File: src/rtl/apb_cfg_pkg.sv
// apb_cfg_pkg: shared opcodes, FSM state encoding and script entry layout
// for the apb_cfg_sequencer APB configuration master.
package apb_cfg_pkg;

  localparam int DEF_ADDRESSWIDTH = 5;
  localparam int DEF_DATAWIDTH    = 16;
  localparam int DEF_DEPTH        = 64;
  localparam int DEF_PTR_W        = 6;
  localparam int DEF_TIMEOUT      = 255;

  // Script opcodes; the reserved code executes like END.
  typedef enum logic [1:0] {
    OP_WRITE = 2'd0,
    OP_WAIT  = 2'd1,
    OP_END   = 2'd2,
    OP_RSVD  = 2'd3
  } op_e;

  typedef enum logic [3:0] {
    ST_IDLE,
    ST_FETCH,
    ST_SETUP,
    ST_ACCESS,
    ST_WAIT,
    ST_RSETUP,
    ST_RACCESS,
    ST_DONE,
    ST_ERROR
  } state_e;

  // Script entry layout, MSB first: {opcode, apb address, data/count}.
  function automatic int entry_width(input int aw, input int dw);
    return 2 + aw + dw;
  endfunction

  localparam int ENTRY_W = entry_width(DEF_ADDRESSWIDTH, DEF_DATAWIDTH);

endpackage

File: src/rtl/apb_cfg_sequencer_if.sv
// apb_cfg_sequencer_if: APB bus between the sequencer (master) and the
// peripheral register ports (slave).
interface apb_cfg_sequencer_if #(
  parameter int ADDRESSWIDTH = 5,
  parameter int DATAWIDTH    = 16
);
  logic [ADDRESSWIDTH-1:0] PADDR_o;
  logic [DATAWIDTH-1:0]    PWDATA_o;
  logic                    PWRITE_o;
  logic                    PSELx_o;
  logic                    PENABLE_o;
  logic                    PREADY_i;
  logic [DATAWIDTH-1:0]    PRDATA_i;

  modport master (
    output PADDR_o, PWDATA_o, PWRITE_o, PSELx_o, PENABLE_o,
    input  PREADY_i, PRDATA_i
  );

  modport slave (
    input  PADDR_o, PWDATA_o, PWRITE_o, PSELx_o, PENABLE_o,
    output PREADY_i, PRDATA_i
  );
endinterface

File: src/rtl/apb_cfg_script_ram.sv
// apb_cfg_script_ram: DEPTH x ENTRY_W script store, one write port and one
// registered read port.
module apb_cfg_script_ram
  import apb_cfg_pkg::*;
#(
  parameter int DEPTH   = DEF_DEPTH,
  parameter int PTR_W   = DEF_PTR_W,
  parameter int ENTRY_W = apb_cfg_pkg::ENTRY_W
) (
  input  logic               clk,
  input  logic               we_i,
  input  logic [PTR_W-1:0]   waddr_i,
  input  logic [ENTRY_W-1:0] wdata_i,
  input  logic [PTR_W-1:0]   raddr_i,
  output logic [ENTRY_W-1:0] rdata_o
);

  logic [ENTRY_W-1:0] mem_q [DEPTH];

  // Write the addressed entry and register the read entry every cycle.
  // NOTE: array and read register carry no reset so this maps onto a RAM;
  // the sequencer always fetches an entry before it uses it.
  always_ff @(posedge clk) begin
    if (we_i) begin
      mem_q[waddr_i] <= wdata_i;
    end
    rdata_o <= mem_q[raddr_i];
  end

endmodule

File: src/rtl/apb_cfg_sequencer.sv
// apb_cfg_sequencer: APB master that replays a stored WRITE/WAIT/END script
// into the peripheral register ports and reports done or error.
// Optional feature macro APB_READBACK_EN: every WRITE is followed by a read
// of the same address whose data must match, else the script errors.
module apb_cfg_sequencer
  import apb_cfg_pkg::*;
#(
  parameter int ADDRESSWIDTH = DEF_ADDRESSWIDTH,
  parameter int DATAWIDTH    = DEF_DATAWIDTH,
  parameter int DEPTH        = DEF_DEPTH,
  parameter int PTR_W        = DEF_PTR_W,
  parameter int TIMEOUT      = DEF_TIMEOUT
) (
  input  logic                    PCLK,
  input  logic                    PRESET,
  input  logic                    tbl_we_i,
  input  logic [PTR_W-1:0]        tbl_waddr_i,
  input  logic [1:0]              tbl_wop_i,
  input  logic [ADDRESSWIDTH-1:0] tbl_waddr_apb_i,
  input  logic [DATAWIDTH-1:0]    tbl_wdata_i,
  input  logic                    start_i,
  input  logic                    abort_i,
  output logic                    busy_o,
  output logic                    done_o,
  output logic                    error_o,
  output logic [PTR_W-1:0]        err_idx_o,
  apb_cfg_sequencer_if.master     apb
);

  localparam int EW    = entry_width(ADDRESSWIDTH, DATAWIDTH);
  localparam int TMO_W = $clog2(TIMEOUT + 1);
  localparam logic [TMO_W-1:0] TMO_LAST = TMO_W'(TIMEOUT - 1);
  localparam logic [PTR_W-1:0] PTR_LAST = PTR_W'(DEPTH - 1);

  state_e                  state_q, state_d;
  logic [PTR_W-1:0]        ptr_q, ptr_d;
  logic [DATAWIDTH-1:0]    cnt_q, cnt_d;
  logic [TMO_W-1:0]        tmo_q, tmo_d;
  logic [ADDRESSWIDTH-1:0] addr_q, addr_d;
  logic [DATAWIDTH-1:0]    data_q, data_d;
  logic                    abort_q, abort_d;
  logic                    error_q, error_d;
  logic [PTR_W-1:0]        err_idx_q, err_idx_d;

  logic [EW-1:0]           ent;
  op_e                     ent_op;
  logic [ADDRESSWIDTH-1:0] ent_addr;
  logic [DATAWIDTH-1:0]    ent_data;
  state_e                  adv_state;

  // The read address follows ptr_d so the entry is valid during FETCH.
  apb_cfg_script_ram #(
    .DEPTH  (DEPTH),
    .PTR_W  (PTR_W),
    .ENTRY_W(EW)
  ) u_ram (
    .clk    (PCLK),
    .we_i   (tbl_we_i && !busy_o),
    .waddr_i(tbl_waddr_i),
    .wdata_i({tbl_wop_i, tbl_waddr_apb_i, tbl_wdata_i}),
    .raddr_i(ptr_d),
    .rdata_o(ent)
  );

  assign ent_op   = op_e'(ent[EW-1 -: 2]);
  assign ent_addr = ent[DATAWIDTH +: ADDRESSWIDTH];
  assign ent_data = ent[DATAWIDTH-1:0];

  // State register and datapath registers, synchronous reset.
  // NOTE: non-blocking assignments so every register samples pre-edge values.
  always_ff @(posedge PCLK) begin
    if (PRESET) begin
      state_q   <= ST_IDLE;
      ptr_q     <= '0;
      cnt_q     <= '0;
      tmo_q     <= '0;
      addr_q    <= '0;
      data_q    <= '0;
      abort_q   <= 1'b0;
      error_q   <= 1'b0;
      err_idx_q <= '0;
    end else begin
      state_q   <= state_d;
      ptr_q     <= ptr_d;
      cnt_q     <= cnt_d;
      tmo_q     <= tmo_d;
      addr_q    <= addr_d;
      data_q    <= data_d;
      abort_q   <= abort_d;
      error_q   <= error_d;
      err_idx_q <= err_idx_d;
    end
  end

  // Next-state logic: script walk, WAIT count, ACCESS timeout, abort latch.
  always_comb begin
    // NOTE: every target gets a default first, so no latch can be inferred.
    state_d   = state_q;
    ptr_d     = ptr_q;
    cnt_d     = cnt_q;
    tmo_d     = tmo_q;
    addr_d    = addr_q;
    data_d    = data_q;
    abort_d   = abort_q | abort_i;
    error_d   = error_q;
    err_idx_d = err_idx_q;
    // Where a finished entry goes: stop on abort or after the last index.
    adv_state = (abort_d || ptr_q == PTR_LAST) ? ST_DONE : ST_FETCH;

    case (state_q)
      ST_IDLE: begin
        abort_d = 1'b0;
        if (start_i) begin
          state_d   = ST_FETCH;
          ptr_d     = '0;
          error_d   = 1'b0;
          err_idx_d = '0;
        end
      end
      ST_FETCH: begin
        addr_d = ent_addr;
        data_d = ent_data;
        cnt_d  = ent_data;
        if (abort_d) begin
          state_d = ST_DONE;
        end else begin
          case (ent_op)
            OP_WRITE: state_d = ST_SETUP;
            OP_WAIT:  state_d = ST_WAIT;
            default:  state_d = ST_DONE;
          endcase
        end
      end
      ST_SETUP: begin
        tmo_d   = '0;
        state_d = ST_ACCESS;
      end
      ST_ACCESS: begin
        if (apb.PREADY_i) begin
`ifdef APB_READBACK_EN
          state_d = ST_RSETUP;
`else
          state_d = adv_state;
          ptr_d   = ptr_q + PTR_W'(1);
`endif
        end else if (tmo_q == TMO_LAST) begin
          state_d   = ST_ERROR;
          error_d   = 1'b1;
          err_idx_d = ptr_q;
        end else begin
          tmo_d = tmo_q + TMO_W'(1);
        end
      end
`ifdef APB_READBACK_EN
      ST_RSETUP: begin
        tmo_d   = '0;
        state_d = ST_RACCESS;
      end
      ST_RACCESS: begin
        if (apb.PREADY_i) begin
          if (apb.PRDATA_i != data_q) begin
            state_d   = ST_ERROR;
            error_d   = 1'b1;
            err_idx_d = ptr_q;
          end else begin
            state_d = adv_state;
            ptr_d   = ptr_q + PTR_W'(1);
          end
        end else if (tmo_q == TMO_LAST) begin
          state_d   = ST_ERROR;
          error_d   = 1'b1;
          err_idx_d = ptr_q;
        end else begin
          tmo_d = tmo_q + TMO_W'(1);
        end
      end
`endif
      ST_WAIT: begin
        if (abort_d) begin
          state_d = ST_DONE;
        end else if (cnt_q <= DATAWIDTH'(1)) begin
          state_d = adv_state;
          ptr_d   = ptr_q + PTR_W'(1);
        end else begin
          cnt_d = cnt_q - DATAWIDTH'(1);
        end
      end
      ST_DONE, ST_ERROR: begin
        abort_d = 1'b0;
        state_d = ST_IDLE;
      end
      default: state_d = ST_IDLE;
    endcase
  end

  // Outputs decoded from the current state; address/data held in registers.
  always_comb begin
    busy_o        = (state_q != ST_IDLE);
    done_o        = (state_q == ST_DONE);
    error_o       = error_q;
    err_idx_o     = err_idx_q;
    apb.PSELx_o   = state_q inside {ST_SETUP, ST_ACCESS, ST_RSETUP, ST_RACCESS};
    apb.PENABLE_o = state_q inside {ST_ACCESS, ST_RACCESS};
    apb.PWRITE_o  = state_q inside {ST_SETUP, ST_ACCESS};
    apb.PADDR_o   = addr_q;
    apb.PWDATA_o  = data_q;
  end

`ifndef APB_READBACK_EN
  logic unused_prdata;
  assign unused_prdata = ^apb.PRDATA_i;
`endif

endmodule
File: src/flat_wrapper.sv
// flat-port wrapper written by rule: the top's interface ports become plain ports
module apb_cfg_sequencer_flat import apb_cfg_pkg::*;
#(
  parameter int ADDRESSWIDTH = DEF_ADDRESSWIDTH,
  parameter int DATAWIDTH    = DEF_DATAWIDTH,
  parameter int DEPTH        = DEF_DEPTH,
  parameter int PTR_W        = DEF_PTR_W,
  parameter int TIMEOUT      = DEF_TIMEOUT
)
  (PCLK, PRESET, tbl_we_i, tbl_waddr_i, tbl_wop_i, tbl_waddr_apb_i, tbl_wdata_i, start_i, abort_i, busy_o, done_o, error_o, err_idx_o, apb_PADDR_o, apb_PWDATA_o, apb_PWRITE_o, apb_PSELx_o, apb_PENABLE_o, apb_PREADY_i, apb_PRDATA_i);
  apb_cfg_sequencer_if #(.ADDRESSWIDTH(ADDRESSWIDTH), .DATAWIDTH(DATAWIDTH)) apb_i ();
  input  logic PCLK;
  input  logic PRESET;
  input  logic tbl_we_i;
  input  logic [PTR_W-1:0] tbl_waddr_i;
  input  logic [1:0] tbl_wop_i;
  input  logic [ADDRESSWIDTH-1:0] tbl_waddr_apb_i;
  input  logic [DATAWIDTH-1:0] tbl_wdata_i;
  input  logic start_i;
  input  logic abort_i;
  output logic busy_o;
  output logic done_o;
  output logic error_o;
  output logic [PTR_W-1:0] err_idx_o;
  output wire logic [$bits(apb_i.PADDR_o)-1:0] apb_PADDR_o;
  output wire logic [$bits(apb_i.PWDATA_o)-1:0] apb_PWDATA_o;
  output wire logic [$bits(apb_i.PWRITE_o)-1:0] apb_PWRITE_o;
  output wire logic [$bits(apb_i.PSELx_o)-1:0] apb_PSELx_o;
  output wire logic [$bits(apb_i.PENABLE_o)-1:0] apb_PENABLE_o;
  input wire logic [$bits(apb_i.PREADY_i)-1:0] apb_PREADY_i;
  input wire logic [$bits(apb_i.PRDATA_i)-1:0] apb_PRDATA_i;
  assign apb_PADDR_o = apb_i.PADDR_o;
  assign apb_PWDATA_o = apb_i.PWDATA_o;
  assign apb_PWRITE_o = apb_i.PWRITE_o;
  assign apb_PSELx_o = apb_i.PSELx_o;
  assign apb_PENABLE_o = apb_i.PENABLE_o;
  assign apb_i.PREADY_i = apb_PREADY_i;
  assign apb_i.PRDATA_i = apb_PRDATA_i;
  apb_cfg_sequencer #(.ADDRESSWIDTH(ADDRESSWIDTH), .DATAWIDTH(DATAWIDTH), .DEPTH(DEPTH), .PTR_W(PTR_W), .TIMEOUT(TIMEOUT)) u_core (.PCLK(PCLK), .PRESET(PRESET), .tbl_we_i(tbl_we_i), .tbl_waddr_i(tbl_waddr_i), .tbl_wop_i(tbl_wop_i), .tbl_waddr_apb_i(tbl_waddr_apb_i), .tbl_wdata_i(tbl_wdata_i), .start_i(start_i), .abort_i(abort_i), .busy_o(busy_o), .done_o(done_o), .error_o(error_o), .err_idx_o(err_idx_o), .apb(apb_i));
endmodule
File: config.mk
export PLATFORM = sky130hd
export DESIGN_NAME = apb_cfg_sequencer_flat
export DESIGN_NICKNAME = d
export VERILOG_FILES = /design/src/rtl/apb_cfg_pkg.sv /design/src/rtl/apb_cfg_sequencer_if.sv /design/src/rtl/apb_cfg_script_ram.sv /design/src/rtl/apb_cfg_sequencer.sv /design/src/flat_wrapper.sv
export SDC_FILE = /design/constraint.sdc
export NUM_CORES = 2
export LEC_CHECK = 0
export ABC_AREA = 0
export CAP_MARGIN = 20
export CORE_ASPECT_RATIO = 0.75
export CORE_MARGIN = 5
export CORE_UTILIZATION = 60
export CTS_CLUSTER_DIAMETER = 150
export DETAILED_ROUTE_END_ITERATION = 10
export GPL_TIMING_DRIVEN = 0
export PLACE_DENSITY_LB_ADDON = 0.1
export SETUP_SLACK_MARGIN = 0.5
export SYNTH_ARGS = -nofsm -noshare
export SYNTH_HDL_FRONTEND = slang
export SYNTH_SLANG_ARGS = --single-unit
File: constraint.sdc
create_clock -name PCLK -period 4.2 [get_ports PCLK]
set_input_delay 0.84 -clock PCLK [delete_from_list [all_inputs] [get_ports PCLK]]
set_output_delay 0.84 -clock PCLK [all_outputs]
set_load 0.01 [all_outputs]
==> metrics.txt <==
Longest Clk Path Bufs 3; fraction of layout instances using a drive strength above 1 0.200; Async SR Flop Fraction 0; DIE AREA roughly 110000 sq um; dominant synthesized flop cell edfxtp_1; initial antenna violation count 11; share of the synthesized area in the top cell type 0.701; Final Cycle Share 1.01; Worst Path Arrival ~4.8 ns; hold_buf cts 0; detailed-route wire length per cell 30.5 um; Post-Route WL 196000 um; largest net degree at the start of global routing 65; Cell Rows 103; DRT iter0 DRCs 7144; Fin. Hold Viols 0; final setup vio count 1; Slew @ Worst Pin about 1.3 ns; IO buf count 62; dpl hpwl between 100000 and 150000 um; Die H approximately 290 um; syn_area_per_cell approximately 14 sq um; antenna-violating nets left 0; filler cell count around 6500; Design Power 0.0348 W; post-route setup slack -0.0537 ns; Via density around 6.8; I/O pin count 84; flops & latches, synth about 1600; Clk Latency, worst-skew pair just under 0.8 ns; Cell Chain, Critical Path or4b_4, buf_6, buf_4, o211ai_4, and2_4, buf_6, buf_8, nor4_4, buf_6, buf_8, a32oi_2, o21ai_2, nor4_2, buf_4, nand4_1; Area growth syn-to-layout 20.7%; pwr/cell area between 400 and 500 nW/um^2; drt drc 0; TritonCTS Buffers roughly 150; CTS tree done; Peak VDD IR between 0.3 and 0.4 mV; CP top delay family simple AND/OR/NAND/NOR gates; MaxCap Viol Count 0; crit path buf inv count 7; critical path launch point type flop; Core Area between 100000 and 150000 sq um; most frequent cell after synthesis edfxtp_1; drt first pass iters 9; largest cells by area after synthesis edfxtp_1 (70%), mux2i_1 (5.7%), nand2_1 (4.0%); Syn Nets roughly 4500; global routing's busiest layer met1; HP Class flop to flop; final core utilization 0.727; Synth top cells by count edfxtp_1 (1472), nand2_1 (680), mux2i_1 (357); LEAKAGE around 25 nW; Crit path top cell by count buf_6; count of different cell masters after synthesis 69; met1 usage 0.500; H-tree level count 4; vias in the first global route 40100; clock sink count approximately 1600; routed vias 43400; GR Layer Usage met3 0.108; sequential area share after synthesis 0.728; Critical-path top delay cell or4b_4; Worst Clk Skew ~0.023 ns; max_slew headroom 0.119; Clock Root Buffer clkbuf_16; first-pass GRT wire length ~270000 um; Hold Slack 0.435 ns; Worst-path clk slew 0.07 ns; cells after synthesis between 4000 and 5000; cell taking the most area after synthesis edfxtp_1; failing checks setup timing; met2 Usage GRT 0.469; CP Data Required Time around 4.7 ns; number of enable flip-flop cells after synthesis approximately 1500; Fmax achieved 0.235 GHz; Starting Density 0.602; # nets final ~5000; Crit. End Element flop; status finished with violations; Worst Path Max Fanout 10; Final Wtd Congestion 0.928; gr ovfl total 0; Crit Path Class flop to flop; Netlist Area Pre-Place between 60000 and 70000 sq um; post-route minimum period about 4.3 ns; fin. max-slew vios 0; Total GRT Usage 0.336; die width 384 um; synth warn 0; critical path's largest stage delay slightly above 0.5 ns; RSZ-0062 raised after global routing yes
-- cell usage in the layout, fill, tap and decap left out, types with 54 or more instances in the layout --
master	Yosys	routed
edfxtp_1	1472	1472
nand2_1	680	669
mux2i_1	357	324
a21oi_1	281	278
clkbuf_16	0	160
buf_4	11	132
nand3_1	137	132
nor2_1	201	126
clkbuf_1	191	115
o22ai_1	94	86
dfxtp_1	86	75
a32oi_1	91	66
o221ai_1	65	64
clkbuf_2	0	60
buf_2	84	56
o21ai_0	79	54
-- layout make-up --
cell class,count,area (sq um),area share
diodes,8,20.0,0.000263
plain buffers,315,2250,0.0295
clock buffers,186,4000,0.0526
clock inverters,72,500,0.00657
inverters,13,48.8,0.000641
multi-input cells,2597,18400,0.241
flip-flops and latches,1558,46000,0.604
well taps,1417,1770,0.0233
repair buffers,265,3230,0.0425
-- cells by family (layout without fill, tap and decap cells) --
logic type | Yosys count | in the layout | synth area share
flops | 1558 | 1558 | 0.728
simple gates | 1329 | 1336 | 0.0956
compound gates | 871 | 871 | 0.0917
mux | 379 | 379 | 0.0606
buf+inv | 328 | 851 | 0.0223
xor+xnor | 6 | 6 | 0.000833
fa+ha+maj | 5 | 5 | 0.000992
other cells | 0 | 8 | 0
-- metrics by stage --
stage,setup TNS [ns],cells,area (sq um),setup slack (ns)
floorplan,0,4476,63100,0.746
global placement,-808.77,5955,65500,-2.54
detailed placement,-44.10,6022,66800,-2.33
CTS,0,6346,74100,0.159
global route,-0.0775,6424,76100,-0.0360
finish,-0.0537,6431,76100,-0.0537
-- worst register-to-register path, cell delays in order (launching register included) --
cell,delay [ns]
dfxtp_4,0.36
or4b_4,0.51
buf_6,0.15
buf_4,0.18
o211ai_4,0.40
and2_4,0.26
buf_6,0.16
buf_8,0.15
nor4_4,0.06
buf_6,0.16
buf_8,0.17
a32oi_2,0.34
o21ai_2,0.16
nor4_2,0.38
buf_4,0.23
nand4_1,0.32
-- flip-flops by register name, summed over array words and instances, names as in the netlist, 4 cells and up --
name,cells
u_core.apb.PWDATA_o,16
u_core.cnt_q,16
u_core.u_ram.mem_q,1472
u_core.apb.PADDR_o,5
u_core.err_idx_o,6
u_core.u_ram.rdata_o,23
u_core.state_q,4
u_core.ptr_q,6
u_core.tmo_q,8
-- worst paths after layout --
| path | startpoint | to | slack [ns] | depth (start not counted) |
|---|---|---|---|---|
| worst min register to register | u_core.u_ram.rdata_o[18] | u_core.apb.PADDR_o[2] | 0.43 | 2 |
| worst min-delay path | u_core.u_ram.rdata_o[18] | u_core.apb.PADDR_o[2] | 0.43 | 2 |
| worst max register to register | u_core.state_q[0] | u_core.u_ram.rdata_o[4] | -0.05 | 15 |
| worst max-delay path | u_core.state_q[0] | u_core.u_ram.rdata_o[4] | -0.05 | 15 |
-- what timing repair did --
item                       in CTS  in global routing
setup endpoints to repair     498                766
gates resized for setup       541                319
cloned                          7                 10
pin swaps                      77                 72
buffers inserted               59                 66
-- report_power, final --
part	switching, W	leakage (nW)	internal (W)
sequential	0.000204	13.9	0.0173
combinational	0.00299	8.78	0.00155
clock	0.00566	2.20	0.00708
-- metal layers --
metal  routed length [um]  part of all wire
met5                  180           0.00092
met4                 8170             0.042
met3                29100              0.15
met2                82400              0.42
met1                76100              0.39
No activity file was read; power rests on OpenSTA's default activity.
